<file path="src/rtl/pong_game_ctrl.sv">
// Pong game sequencer: motion tick divider, serve/play/point/over FSM, scoring and direction.
// The ball datapath follows ball_center, ball_run, move_tick and dir_x, and reports ball_x and hit pulses.
module pong_game_ctrl #(
  parameter int TICK_DIV    = 5_000_000,
  parameter int SERVE_TICKS = 20,
  parameter int WIN_SCORE   = 5,
  parameter int GOAL_L      = 55,
  parameter int GOAL_R      = 570
) (
  input  logic       clock,
  input  logic       reset,
  input  logic [9:0] ball_x,
  input  logic       hit_l,
  input  logic       hit_r,
  input  logic       btn1_n,
  input  logic       btn2_n,
  output logic       ball_center,
  output logic       ball_run,
  output logic       move_tick,
  output logic       dir_x,
  output logic [3:0] score1,
  output logic [3:0] score2,
  output logic       game_over,
  output logic       winner
);

  typedef enum logic [2:0] {IDLE, SERVE, PLAY, POINT, OVER} state_t;

  localparam int DIV_W = (TICK_DIV > 1) ? $clog2(TICK_DIV) : 1;
  localparam int SRV_W = $clog2(SERVE_TICKS + 1);
  localparam logic [DIV_W-1:0] DIV_LAST = DIV_W'(TICK_DIV - 1);
  localparam logic [SRV_W-1:0] SRV_LAST = SRV_W'(SERVE_TICKS);
  localparam logic [3:0]       WIN      = 4'(WIN_SCORE);
  localparam logic [9:0]       GL       = 10'(GOAL_L);
  localparam logic [9:0]       GR       = 10'(GOAL_R);

  state_t             state, state_nxt;
  logic [DIV_W-1:0]   div_cnt;
  logic               tick;
  logic [SRV_W-1:0]   serve_cnt;
  logic               goal_l, goal_r, restart, serve_entry;

  function automatic logic [3:0] sat_inc(input logic [3:0] s);
    return (s >= WIN) ? WIN : s + 4'd1;
  endfunction

  // Registered tick: the first strobe appears TICK_DIV clocks after reset release.
  always_ff @(posedge clock or posedge reset) begin
    if (reset) begin
      div_cnt <= '0;
      tick    <= 1'b0;
    end else if (div_cnt == DIV_LAST) begin
      div_cnt <= '0;
      tick    <= 1'b1;
    end else begin
      div_cnt <= div_cnt + 1'b1;
      tick    <= 1'b0;
    end
  end

  assign goal_l      = (ball_x <= GL);
  assign goal_r      = (ball_x >= GR);
  // The loser restarts: only the button of the player who did not win counts.
  assign restart     = (state == OVER) && (winner ? !btn1_n : !btn2_n);
  assign serve_entry = (state_nxt == SERVE) && (state != SERVE);

  always_ff @(posedge clock or posedge reset) begin
    if (reset) state <= IDLE;
    else       state <= state_nxt;
  end

  // NOTE: every always_comb output gets a default first so no path infers a latch.
  always_comb begin
    state_nxt = state;
    ball_run  = 1'b0;
    unique case (state)
      IDLE:  if (!btn1_n || !btn2_n) state_nxt = SERVE;
      SERVE: if (serve_cnt == SRV_LAST) state_nxt = PLAY;
      PLAY: begin
        ball_run = 1'b1;
        if (goal_l || goal_r) state_nxt = POINT;
      end
      POINT: state_nxt = (score1 == WIN || score2 == WIN) ? OVER : SERVE;
      OVER:  if (restart) state_nxt = SERVE;
      default: state_nxt = IDLE;
    endcase
    move_tick = tick & ball_run;
  end

  // NOTE: sequential state uses non-blocking assignments so all registers see pre-edge values.
  always_ff @(posedge clock or posedge reset) begin
    if (reset) begin
      ball_center <= 1'b0;
      serve_cnt   <= '0;
      dir_x       <= 1'b0;
      score1      <= 4'd0;
      score2      <= 4'd0;
      game_over   <= 1'b0;
      winner      <= 1'b0;
    end else begin
      ball_center <= serve_entry;
      if (serve_entry)
        serve_cnt <= '0;
      else if (state == SERVE && tick && serve_cnt != SRV_LAST)
        serve_cnt <= serve_cnt + 1'b1;

      unique case (state)
        PLAY: begin
          // Goals outrank paddle hits; a double hit leaves the direction alone.
          if (goal_l) begin
            score1 <= sat_inc(score1);
            dir_x  <= 1'b1;
          end else if (goal_r) begin
            score2 <= sat_inc(score2);
            dir_x  <= 1'b0;
          end else if (hit_l && !hit_r) begin
            dir_x <= 1'b0;
          end else if (hit_r && !hit_l) begin
            dir_x <= 1'b1;
          end
        end
        POINT: begin
          if (state_nxt == OVER) begin
            game_over <= 1'b1;
            winner    <= (score1 != WIN);
          end
        end
        OVER: begin
          if (restart) begin
            score1    <= 4'd0;
            score2    <= 4'd0;
            game_over <= 1'b0;
            dir_x     <= 1'b0;
          end
        end
        default: ;
      endcase
    end
  end

endmodule
</file>
<file path="config.mk">
export PLATFORM = sky130hd
export DESIGN_NAME = pong_game_ctrl
export DESIGN_NICKNAME = d
export VERILOG_FILES = /design/src/rtl/pong_game_ctrl.sv
export SDC_FILE = /design/constraint.sdc
export NUM_CORES = 1
export LEC_CHECK = 0
export ABC_AREA = 0
export BUFFER_PORTS_ARGS = -buffer_cell sky130_fd_sc_hd__buf_4
export CORE_UTILIZATION = 50
export CTS_BUF_LIST = sky130_fd_sc_hd__clkbuf_16
export CTS_CLUSTER_DIAMETER = 100
export DETAILED_ROUTE_END_ITERATION = 10
export GPL_TIMING_DRIVEN = 0
export PLACE_DENSITY = 0.73
export SYNTH_ARGS = -nofsm -noshare
export SYNTH_HDL_FRONTEND = slang
export SYNTH_SLANG_ARGS = --single-unit
</file>
<file path="constraint.sdc">
create_clock -name clock -period 1.55 [get_ports clock]
set_clock_uncertainty 0.1 [all_clocks]
set_input_delay 0.31 -clock clock [delete_from_list [all_inputs] [get_ports clock]]
set_output_delay 0.31 -clock clock [all_outputs]
set_load 0.005 [all_outputs]
</file>
Word-level counts from Yosys, hierarchy flattened
Index checks and enable logic that the tools add are counted.
W data, S select, Z words.
{"block": "classes", "add_sub_neg": 4, "order_cmp": 4, "n_eq_ne": 19, "n_mux": 28, "bitwise": 1, "n_reduce_logical": 22}
{"op": "$mux W4", "count": 6}
{"op": "$add A23 B1 Y23 const B", "count": 1}
{"op": "$eq A23 B23 Y1 const B", "count": 1}
{"op": "$mux W23", "count": 1}
{"op": "$pmux W4 S2", "count": 2}
{"op": "$mux W3", "count": 5}
{"op": "$pmux W3 S5", "count": 1}
{"op": "$ge A10 B10 Y1 const B", "count": 1}
{"op": "$le A10 B6 Y1 const B", "count": 1}
{"op": "$mux W5", "count": 2}
{"op": "$ne A2 B2 Y1 const B", "count": 5}
{"op": "$ne A5 B5 Y1 const B", "count": 2}
{"op": "$mux W1", "count": 9}
{"op": "$reduce_and A3 Y1", "count": 3}
{"op": "$add A4 B1 Y4 const B", "count": 2}
{"op": "$eq A4 B3 Y1 const B", "count": 2}
{"op": "$ge A4 B3 Y1 const B", "count": 2}
{"op": "$eq A3 B1 Y1 const B", "count": 2}
{"op": "$eq A3 B2 Y1 const B", "count": 2}
{"op": "$eq A3 B3 Y1 const B", "count": 2}
{"op": "$logic_and A1 B1 Y1", "count": 6}
{"op": "$reduce_bool A2 Y1", "count": 3}
{"op": "$add A5 B1 Y5 const B", "count": 1}
{"op": "$eq A5 B5 Y1 const B", "count": 1}
{"op": "other kinds (9)", "count": 15}
{"block": "word_totals", "ff_bits": 44, "in_bits": 16, "out_inout_bits": 14, "elab_cells": 88}

Longest topological paths before layout
Gate-level depths: netlist of the first run.
{"block": "depth", "word_depth": 8, "mapped_depth": 6, "depth_no_buf": 6}

Least setup slack after synthesis of the first run
Ideal clock, no wire load.
{"block": "synth_timing", "path_type": "input -> register", "startpoint": "input port ball_x[7]", "endpoint": "register score2[3]", "setup_ps": 125, "t_arrival_ps": 1519, "required_ps": 1325, "path_slack_ps": -194, "path_stages": 4, "n_path_buf": 0, "path_cell_list": "or3_1 -> o211ai_1 -> and2_1 -> mux2_2"}
{"block": "synth_via", "elab_chain_len": 3, "word_cells_on_any_way": 5, "cone_classes": "2 x order compare; 2 x eq/ne; 1 x reduce/logical"}
{"item": "from (decl)", "line_no": "12", "rtl": "input logic [9:0] ball_x,"}
{"item": "$ge A10 B10 Y1 or $le A10 B6 Y1 (tied branches)", "line_no": "62, 61"}
{"item": "$ne A2 B2 Y1 (no source line)"}
{"item": "$reduce_and A4 Y1 (no source line) *"}
{"item": "to (signal assigned)", "line_no": "114", "rtl": "score2 <= sat_inc(score2);"}
{"item": "to (decl)", "line_no": "22", "rtl": "output logic [3:0] score2,"}
Every way passes the cells marked *; elsewhere a longest branch is shown, timed or not.
A chain may end at the register's enable or synchronous reset.

Worst setup path after layout of the first run
{"block": "layout_timing", "startpoint": "register div_cnt[15]", "endpoint": "register div_cnt[18]"}
{"block": "layout_via", "elab_chain_len": 2, "word_cells_on_any_way": 3, "cone_classes": "1 x add/sub; 1 x eq/ne; 1 x mux"}
{"item": "from (decl)", "line_no": "38", "rtl": "logic [DIV_W-1:0] div_cnt;"}
{"item": "from (signal assigned)", "line_no": "56", "rtl": "div_cnt <= div_cnt + 1'b1;"}
{"item": "$add A23 B1 Y23 or $eq A23 B23 Y1 (tied branches)", "line_no": "56, 52"}
{"item": "$mux W23 *", "line_no": "52", "rtl": "end else if (div_cnt == DIV_LAST) begin"}
Marks and branches as above.

==> impl_metrics.csv, run 1 <==
group,metric,value,unit
run_status,status,"finished with violations",
run_status,violations,"setup timing",
critical_path,cp_max_fo,6,
critical_path,cpPeakStageDelay,0.45,ns
clock_network,cts_tree,"done",
placement,dpl-instance-area,2740,µm²
clock_network,cts.sink_count,44,
floorplanning,die_w,71.1,µm
critical_path,crit_chain,"nor4b_4, nand3_2, nor4_4, buf_6, a21oi_2",
sta,fmax,0.587,GHz
sta,rsz0062_at_grt,"yes",
floorplanning,fp.dieH,71.1,µm
floorplanning,initial_core_util,53.3,%
logic_synthesis,synth_seq_cells,44,
logic_synthesis,synth-edff-count,0,
power,intPower,1.97,mW
logic_synthesis,syn_avg_cell_area,9.98,µm²
sta,slew_headroom,67.6,%
logic_synthesis,synth_area,2380,µm²
power,p_leak,1.66,nW
power,totalPowerFinal,2.47,mW
clock_network,cts_made_buffers,5,
sta,maxSlewViolCount,0,
placement,gp_congestion,0.773,
logic_synthesis,yosysWarnings,0,
global_routing,grt_pass1_wl,9550,µm
critical_path,cp.required,1.61,ns
route,drt_wl_total,6960,µm
hold_path,hp-class,"in2reg",
clock_network,htreeDepth,2,
clock_network,clock_path_buffers,2,
logic_synthesis,synth_fp_nets,265,
placement,numPortBuffers,28,
logic_synthesis,synthCells,239,
clock_network,clock_latency,0.28,ns
clock_network,path_clk_slew,0.06,ns
sta,hold_slack,0.299,ns
job,maxCapViolCount,0,
cells_and_area,mostFrequentLayoutCell,"buf_4",
power,power_density,676,nW/µm²
floorplanning,core,4470,µm²
critical_path,worstSetupStartpointType,"register",
placement,dp.cells,320,
global_routing,grt_start_max_net_pins,25,
power,ir_drop,0.000597,V
floorplanning,io_pins,30,
route,drtPass1Iterations,6,
route,routedWlPerCell,18.5,µm
power,p_switching,499,µW
floorplanning,rows,24,
power,power_frac_seq,46.9,%
sta,min_period,1.70,ns
global_routing,antenna_found_initial,0,
power,power.share.switching,20.2,%
route,drc,0,
power,clkPwrFrac,47.7,%
sta,setup_tns,-1.86,ns
critical_path,cp-end-kind,"register",
global_routing,grt_remaining_overflow,0,
cells_and_area,insertedDiodeCount,0,
cells_and_area,fin_cells,377,
logic_synthesis,async_flop_share,100,%
sta,setup_violations,20,
critical_path,arrival,1.76,ns
cells_and_area,mostFrequentLayoutCells,"buf_4, dfrtp_1, buf_6",
clock_network,cts-root-buf,"clkbuf_16",
global_routing,grt_pass1_vias,2094,
cells_and_area,fin_area,3650,µm²
sta,tightest_slew,0.486,ns
floorplanning,die_area,5050,µm²
sta,hold_viol,0,
logic_synthesis,ys_types,50,
sta,setup_ws,-0.154,ns
power,p_comb_share,5.4,%
cells_and_area,drive_gt1_share,48.9,%
critical_path,path_class,"reg2reg",
sta,fin_crit_sh,110,%
critical_path,slowest_stage,"dfrtp_2",
route,antenna_left,0,
route,drt_iter0_drc,123,
cells_and_area,layout.nets,350,
route,via_count,2236,
cells_and_area,area_growth,52.9,%
logic_synthesis,yosysSeqAreaShare,46.2,%
global_routing,grtUsageTotal,24.3,%
placement,place_hpwl,3380,µm
logic_synthesis,synthFlopType,"dfrtp_1",
route,vias_per_cell,5.93,
## path summary, 6_finish.rpt
path	startpoint	end	slack [ns]	cells after the start
min in group asynchronous	reset	score1[2]$_DFFE_PP0P_	0.51	3
max in group asynchronous	reset	state[0]$_DFF_PP0_	0.34	4
max	div_cnt[15]$_DFF_PP0_	div_cnt[18]$_DFF_PP0_	-0.15	5
min reg2reg	div_cnt[0]$_DFF_PP0_	div_cnt[0]$_DFF_PP0_	0.41	1
min	ball_x[9]	dir_x$_DFFE_PP0P_	0.30	3
max reg2reg	div_cnt[15]$_DFF_PP0_	div_cnt[18]$_DFF_PP0_	-0.15	5
## through the flow
step | worst slack (ns) | util, %
floorplan | -0.0880 | -
global placement | -0.487 | 60.7
detailed placement | -0.303 | 61.3
CTS | -0.0997 | 72.5
global route | -0.206 | 81.5
finish | -0.154 | 81.5
## critical path, delay by kind of cell, from the launching register on
family,cells,cell delay (ns)
AO/OA/AOI/OAI,1,0.05
buffers and inverters,1,0.21
AND/OR/NAND/NOR,3,0.77
flip-flops,1,0.45
## area by class of cell
class                           instances  area [µm²]
Buffer                                  4        45.0
Clock buffer                            5         125
Clock inverter                          3        38.8
Fill cell                             239         827
Inverter                               15        58.8
Multi-Input combinational cell        175        1550
Sequential cell                        44        1110
Tap cell                               52        65.1
Timing Repair Buffer                   79         657
## power by group through the flow
| stage | sequential, mW | combinational, mW | clock [mW] |
|---|---|---|---|
| after global placement | 1.18 | 0.0914 | 0 |
| final | 1.16 | 0.133 | 1.18 |
| after detailed placement | 1.18 | 0.102 | 0 |
| after CTS | 1.15 | 0.119 | 1.20 |
| after floorplan | 1.18 | 0.0464 | 0 |
| after global routing | 1.16 | 0.144 | 1.23 |
## synthesized netlist by cell type, types with 3 or more instances
cell type	count	area, µm²
a21o_1	4	30.0
a21oi_1	10	50.1
and2_1	5	31.3
and3_1	5	31.3
and4_1	4	35.0
buf_2	3	15.0
dfrtp_1	44	1100
ha_1	10	125
inv_1	15	56.3
nand2_1	16	60.1
nand3_1	15	75.1
nand4_1	10	62.6
nor2_1	17	63.8
nor3_1	5	25.0
nor3b_1	3	22.5
o21ai_0	6	30.0
xnor2_1	8	70.1
xor2_1	12	105
## flip-flops by register name, indices dropped and copies added, names as in the netlist
name / count
game_over: 1
div_cnt: 23
state: 3
score1: 4
tick: 1
ball_center: 1
dir_x: 1
score2: 4
winner: 1
serve_cnt: 5
## kinds of logic after synthesis
kind of cell | count (synthesis) | synth area share (%)
AO/OA/AOI/OAI | 42 | 12.0
flip-flops | 44 | 46.2
XOR/XNOR | 20 | 7.35
adder cells (fa/ha/maj) | 10 | 5.25
multiplexers | 4 | 1.78
buffers and inverters | 20 | 3.46
AND/OR/NAND/NOR | 99 | 24.0
## per-layer routing
| layer | track usage, % | share of wire (%) | vias up | wire [µm] |
|---|---|---|---|---|
| met3 | 4.70 | 4.4 | 15 | 303 |
| met4 | 8.67 | 3.1 | 0 | 214 |
| met1 | 30.8 | 39 | 1121 | 2730 |
| met2 | 41.7 | 53 | 66 | 3720 |
| met5 | 0 | 0 | - | 0 |
| li1 | - | - | 1034 | - |
## repair_timing
| action | CTS | global route |
|---|---|---|
| setup endpoints to repair | 33 | 37 |
| hold buffers | 1 | 0 |
| gates cloned | 1 | 0 |
| resized for setup | 36 | 60 |
| endpoints found under the hold margin | 20 | 0 |
| setup buffers | 26 | 22 |
| pin swaps | 14 | 31 |
Note: power is estimated with default switching activity, not from simulation.
==> inputs of run 2 (changes only) <==
CORE_UTILIZATION = 45   (was 50)
PLACE_DENSITY = 0.67   (was 0.73)
SLEW_MARGIN = 30   (was not set)
clock period = 1.41 ns   (was 1.55 ns; I/O delays follow)
==> run 2 against run 1 <==
The run still ends with setup timing left. Worst hold slack got worse by 0.013 ns. Worst setup slack got worse by 0.13 ns. Highest routed layer unchanged. Total power increased by 12%. Clock-buffer cell count unchanged. Final area increased by 10%. Non-clock buffer count increased by 24. Wire length increased by 8.1%. Via count increased by 5.3%. Die area increased by 11%. Register-to-register slack got worse by 0.13 ns. Core utilization decreased by 2.8 points. Largest cell class unchanged.
==> impl_metrics.csv, run 2 (synthesis gave the netlist of run 1 again) <==
group,metric,value,unit
critical_path,ff2ff_path_depth,6,
floorplanning,rows,26,
placement,dpl-instance-area,2790,µm²
route,vias_per_cell,5.62,
cells_and_area,area_growth,68.7,%
clock_network,cts_made_buffers,5,
floorplanning,core,5110,µm²
cells_and_area,multi_input_comb_area,1660,µm²
job,maxCapViolCount,0,
placement,place_hpwl,3420,µm
sta,setup_ws,-0.279,ns
critical_path,crit_cells,6,
cells_and_area,mostFrequentLayoutCell,"buf_4",
clock_network,clock_path_buffers,2,
power,totalPowerFinal,2.75,mW
sta,min_period,1.69,ns
floorplanning,die_area,5590,µm²
cells_and_area,largest_register_ff_count,23,
cells_and_area,fin_area,4020,µm²
cells_and_area,reg.largest.list,"div_cnt x23, serve_cnt x5",
hold_path,hp-class,"in2reg",
clock_network,path_clk_slew,0.06,ns
route,antenna_left,0,
clock_network,cts.sink_count,44,
global_routing,grt_remaining_overflow,0,
critical_path,crit_chain,"nor4bb_1, nand3_1, nor4_4, buf_4, buf_6, nor2_2",
cells_and_area,fillCellCount,284,
critical_path,slowest_stage,"dfrtp_1",
sta,fmax,0.592,GHz
cells_and_area,drive_gt1_share,57.6,%
critical_path,cp.buffers_inverters,2,
critical_path,cp.required,1.48,ns
route,drt_iter0_drc,128,
floorplanning,io_pins,30,
global_routing,grt_pass1_wl,9950,µm
critical_path,cpPeakStageDelay,0.47,ns
placement,numPortBuffers,28,
floorplanning,initial_core_util,46.7,%
sta,hold_viol,0,
floorplanning,die_w,74.8,µm
global_routing,antenna_found_initial,0,
placement,pre_cts_ws,-0.408,ns
clock_network,cts-root-buf,"clkbuf_16",
sta,slew_headroom,70.0,%
sta,tightest_slew,0.447,ns
sta,maxSlewViolCount,0,
cells_and_area,regArea,1110,µm²
global_routing,grt_pass1_vias,2108,
sta,rsz0062_at_grt,"yes",
hold_path,whs_path_depth,3,
clock_network,htreeDepth,2,
critical_path,worst_path_dominant_cell_family,"simple AND/OR/NAND/NOR gates",
critical_path,path_class,"reg2reg",
critical_path,arrival,1.76,ns
sta,setup_violations,41,
global_routing,grtUsageTotal,23.8,%
route,routedWlPerCell,18.0,µm
floorplanning,fp.dieH,74.8,µm
cells_and_area,mostFrequentLayoutCells,"buf_4, dfrtp_1, buf_6",
route,drc,0,
cells_and_area,insertedDiodeCount,0,
cells_and_area,largest_register,"div_cnt",
global_routing,grt_start_max_net_pins,29,
power,p_leak,1.83,nW
cells_and_area,layout.nets,374,
run_status,violations,"setup timing",
route,drtPass1Iterations,4,
power,power_density,685,nW/µm²
clock_network,clock_latency,0.29,ns
critical_path,cp-end-kind,"register",
route,via_count,2354,
clock_network,cts_tree,"done",
critical_path,worstSetupStartpointType,"register",
power,ir_drop,0.000766,V
placement,gp_congestion,0.762,
run_status,status,"finished with violations",
critical_path,cp_max_fo,5,
route,drt_wl_total,7530,µm
sta,fin_crit_sh,120,%
==> run 2: changes by cell type in the layout (fill, tap and decap cells not counted), moves of 3 or more <==
cell	previous run	this run
nand3_1	11	8
nand2_2	2	5
nor2_2	2	5
nand2_1	14	10
buf_4	66	75
buf_6	15	29
==> run 2: final timing paths <==
| path | start | to | slack [ns] |
|---|---|---|---|
| max | div_cnt[14]$_DFF_PP0_ | div_cnt[8]$_DFF_PP0_ | -0.28 |
| min | ball_x[9] | dir_x$_DFFE_PP0P_ | 0.29 |
| max reg2reg | div_cnt[14]$_DFF_PP0_ | div_cnt[8]$_DFF_PP0_ | -0.28 |
| min reg2reg | div_cnt[0]$_DFF_PP0_ | div_cnt[0]$_DFF_PP0_ | 0.40 |
| max in group asynchronous | reset | state[0]$_DFF_PP0_ | 0.30 |
| min in group asynchronous | reset | score1[1]$_DFFE_PP0P_ | 0.44 |
==> run 2: layout make-up <==
type | count | area share, %
Timing Repair Buffer | 104 | 22.5
Tap cell | 70 | 2.18
Buffer | 3 | 0.840
Clock buffer | 5 | 3.11
Sequential cell | 44 | 27.6
Clock inverter | 3 | 0.964
Inverter | 15 | 1.62
Multi-Input combinational cell | 175 | 41.2
==> run 2: worst register-to-register path, cell delays in order, from the launching register on <==
cell and delay (ns):
dfrtp_1 0.47, nor4bb_1 0.26, nand3_1 0.20, nor4_4 0.19
buf_4 0.18, buf_6 0.13, nor2_2 0.05
==> run 2: routing by layer <==
layer	global-route usage (%)	wire length, µm	vias to the layer above
met5	0	0	-
met4	7.76	234	0
met3	4.15	312	23
met2	42.2	3880	78
met1	29.5	3100	1171
li1	-	-	1082
==> run 2: repair_timing <==
item | in CTS | in global routing
pin swaps | 45 | 40
buffers inserted | 42 | 33
setup endpoints to repair | 41 | 45
endpoints found under the hold margin | 16 | 0
hold buffers | 1 | 0
resized for setup | 88 | 45
gates cloned | 1 | 0
==> run 2: where the power goes <==
| group | switching (mW) | total [mW] | leakage, nW | internal [mW] |
|---|---|---|---|---|
| Clock | 0.487 | 1.31 | 0.0850 | 0.827 |
| Combinational | 0.0849 | 0.169 | 1.17 | 0.0838 |
| Sequential | 0.00636 | 1.27 | 0.575 | 1.27 |
| Total | 0.578 | 2.75 | 1.83 | 2.18 |
==> run 2: through the flow <==
step	std cells	TNS, ns	util [%]	hold slack (ns)
global route	419	-8.14	78.8	0.307
CTS	390	-4.03	70.7	0.267
floorplan	239	-2.14	-	0.186
detailed placement	338	-8.81	54.6	0.195
global placement	337	-8.07	54.2	0.341
finish	419	-5.97	78.8	0.286
==> inputs of run 3 (changes only) <==
CORE_UTILIZATION = 52   (was 45)
PLACE_DENSITY = 0.76   (was 0.67)
==> run 3 against run 2 <==
The run still ends with setup timing left. Clock-buffer cell count did not move. Non-clock buffer count is 14 lower. Worst hold slack improved by 0.018 ns. Maximum frequency rose by 0.60%. Critical path type unchanged. Worst setup slack better by 0.010 ns. Clock power is 13% lower. Largest cell class unchanged.
==> impl_metrics.csv, run 3 (synthesis gave the netlist of run 1 again) <==
group,metric,value,unit
sta,fmax,0.595,GHz
placement,numPortBuffers,28,
critical_path,cp.required,1.49,ns
run_status,violations,"setup timing",
critical_path,slowest_stage,"dfrtp_2",
power,power_density,684,nW/µm²
cells_and_area,largest_register,"div_cnt",
sta,setup_ws,-0.269,ns
sta,tightest_slew,0.460,ns
clock_network,cts_tree,"done",
clock_network,path_clk_slew,0.07,ns
cells_and_area,mostFrequentLayoutCells,"buf_4, dfrtp_1, buf_6",
clock_network,cts.sink_count,44,
placement,dpl-instance-area,2750,µm²
job,maxCapViolCount,0,
placement,gp_congestion,0.733,
run_status,status,"finished with violations",
floorplanning,io_pins,30,
critical_path,worstSetupStartpointType,"register",
hold_path,whs_path_depth,3,
critical_path,reg2reg_slack,-0.27,ns
floorplanning,initial_core_util,54.4,%
cells_and_area,area_growth,57.5,%
critical_path,r2r-start,"state[0]$_DFF_PP0_",
route,via_count,2379,
cells_and_area,largest_register_ff_count,23,
cells_and_area,reg.largest.list,"div_cnt x23, serve_cnt x5",
hold_path,whs_endpoint,"dir_x$_DFFE_PP0P_",
clock_network,clock_path_buffers,2,
cells_and_area,layout.nets,360,
clock_network,cts-root-buf,"clkbuf_16",
sta,setup_violations,39,
cells_and_area,insertedDiodeCount,0,
sta,rsz0062_at_grt,"yes",
route,drc,0,
global_routing,grtUsageTotal,30.3,%
global_routing,grt_start_max_net_pins,45,
placement,place_hpwl,3410,µm
cells_and_area,mostFrequentLayoutCell,"buf_4",
floorplanning,die_w,69.7,µm
sta,setup_tns,-6.72,ns
global_routing,grt_remaining_overflow,0,
clock_network,htreeDepth,2,
critical_path,ff2ff_path_depth,4,
global_routing,antenna_found_initial,0,
route,drtPass1Iterations,4,
global_routing,grt_pass1_wl,11500,µm
clock_network,clock_latency,0.29,ns
route,antenna_left,0,
sta,slew_headroom,69.3,%
sta,min_period,1.68,ns
clock_network,cts_made_buffers,5,
hold_path,hp-class,"in2reg",
power,p_leak,1.70,nW
floorplanning,core,4380,µm²
critical_path,cp_max_fo,5,
cells_and_area,fin_cells,387,
route,routedWlPerCell,21.8,µm
power,ir_drop,0.000668,V
global_routing,grt_pass1_vias,2382,
floorplanning,die_area,4860,µm²
critical_path,path_class,"reg2reg",
cells_and_area,fin_area,3760,µm²
critical_path,cp-end-kind,"register",
critical_path,crit_chain,"nor3b_4, nand2_2, and2_4, mux2_4",
critical_path,arrival,1.76,ns
route,drt_iter0_drc,184,
placement,dp.cells,319,
critical_path,cpPeakStageDelay,0.50,ns
sta,hold_viol,0,
critical_path,worstReg2RegEnd,"score2[3]$_DFFE_PP0P_",
route,vias_per_cell,6.15,
hold_path,hold_start,"ball_x[9]",
route,drt_wl_total,8450,µm
sta,maxSlewViolCount,0,
sta,hold_slack,0.304,ns
floorplanning,rows,24,
cells_and_area,drive_gt1_share,53.4,%
sta,fin_crit_sh,119,%
floorplanning,fp.dieH,69.7,µm
[run 3: how the worst max path moves through the flow]
stage	start	to	slack [ns]
global placement	ball_x[7]	score2[3]$_DFFE_PP0P_	-0.38
floorplan	ball_x[7]	score2[3]$_DFFE_PP0P_	-0.20
finish	state[0]$_DFF_PP0_	score2[3]$_DFFE_PP0P_	-0.27
global route	div_cnt[15]$_DFF_PP0_	div_cnt[22]$_DFF_PP0_	-0.32
detailed placement	ball_x[7]	score2[3]$_DFFE_PP0P_	-0.43
CTS	div_cnt[12]$_DFF_PP0_	div_cnt[11]$_DFF_PP0_	-0.21
[run 3: what timing repair did]
item / 4_1_cts / 5_1_grt
gates resized for setup: 74 / 38
buffers inserted: 45 / 14
pin swaps: 34 / 30
setup endpoints to repair: 42 / 43
hold buffers: 0 / 1
hold endpoints to repair: 0 / 15
cloned: 1 / 0
[run 3: critical path, delay by kind of cell, from the launching register on]
kind             cells  cell delay, ns
and+or+nand+nor      3            0.65
DFF                  1            0.50
muxes                1            0.30
[run 3: area by class of cell]
type	count	area, µm²
clock inverter	3	13.8
clock buffer	5	125
fill	200	628
multi-input combinational	175	1590
tap	52	65.1
buffer	3	33.8
sequential	44	1110
timing repair buffer	90	758
inverter	15	62.6
[run 3: routing by layer]
layer	track usage, %	part of all wire (%)	wire, µm	vias to the layer above
li1	-	-	-	1052
met1	35.7	38	3230	1176
met2	53.8	52	4400	117
met3	5.96	5.7	479	34
met4	12.4	3.9	333	0
met5	0	0	0	-
[run 3: power by group]
part | switching, mW | internal [mW] | leakage (nW)
sequential | 0.00864 | 1.27 | 0.571
clock | 0.494 | 0.645 | 0.0710
combinational | 0.0835 | 0.0735 | 1.06
total | 0.586 | 1.98 | 1.70
[run 3: stage by stage]
stage                     setup WS, ns  util [%]  power [mW]
after global placement          -0.385      62.6        1.40
after CTS                       -0.213      79.7        2.53
final                           -0.269      85.7        2.57
after global routing            -0.318      85.7        2.64
after detailed placement        -0.427      62.6        1.40
after floorplan                 -0.200         -        1.35
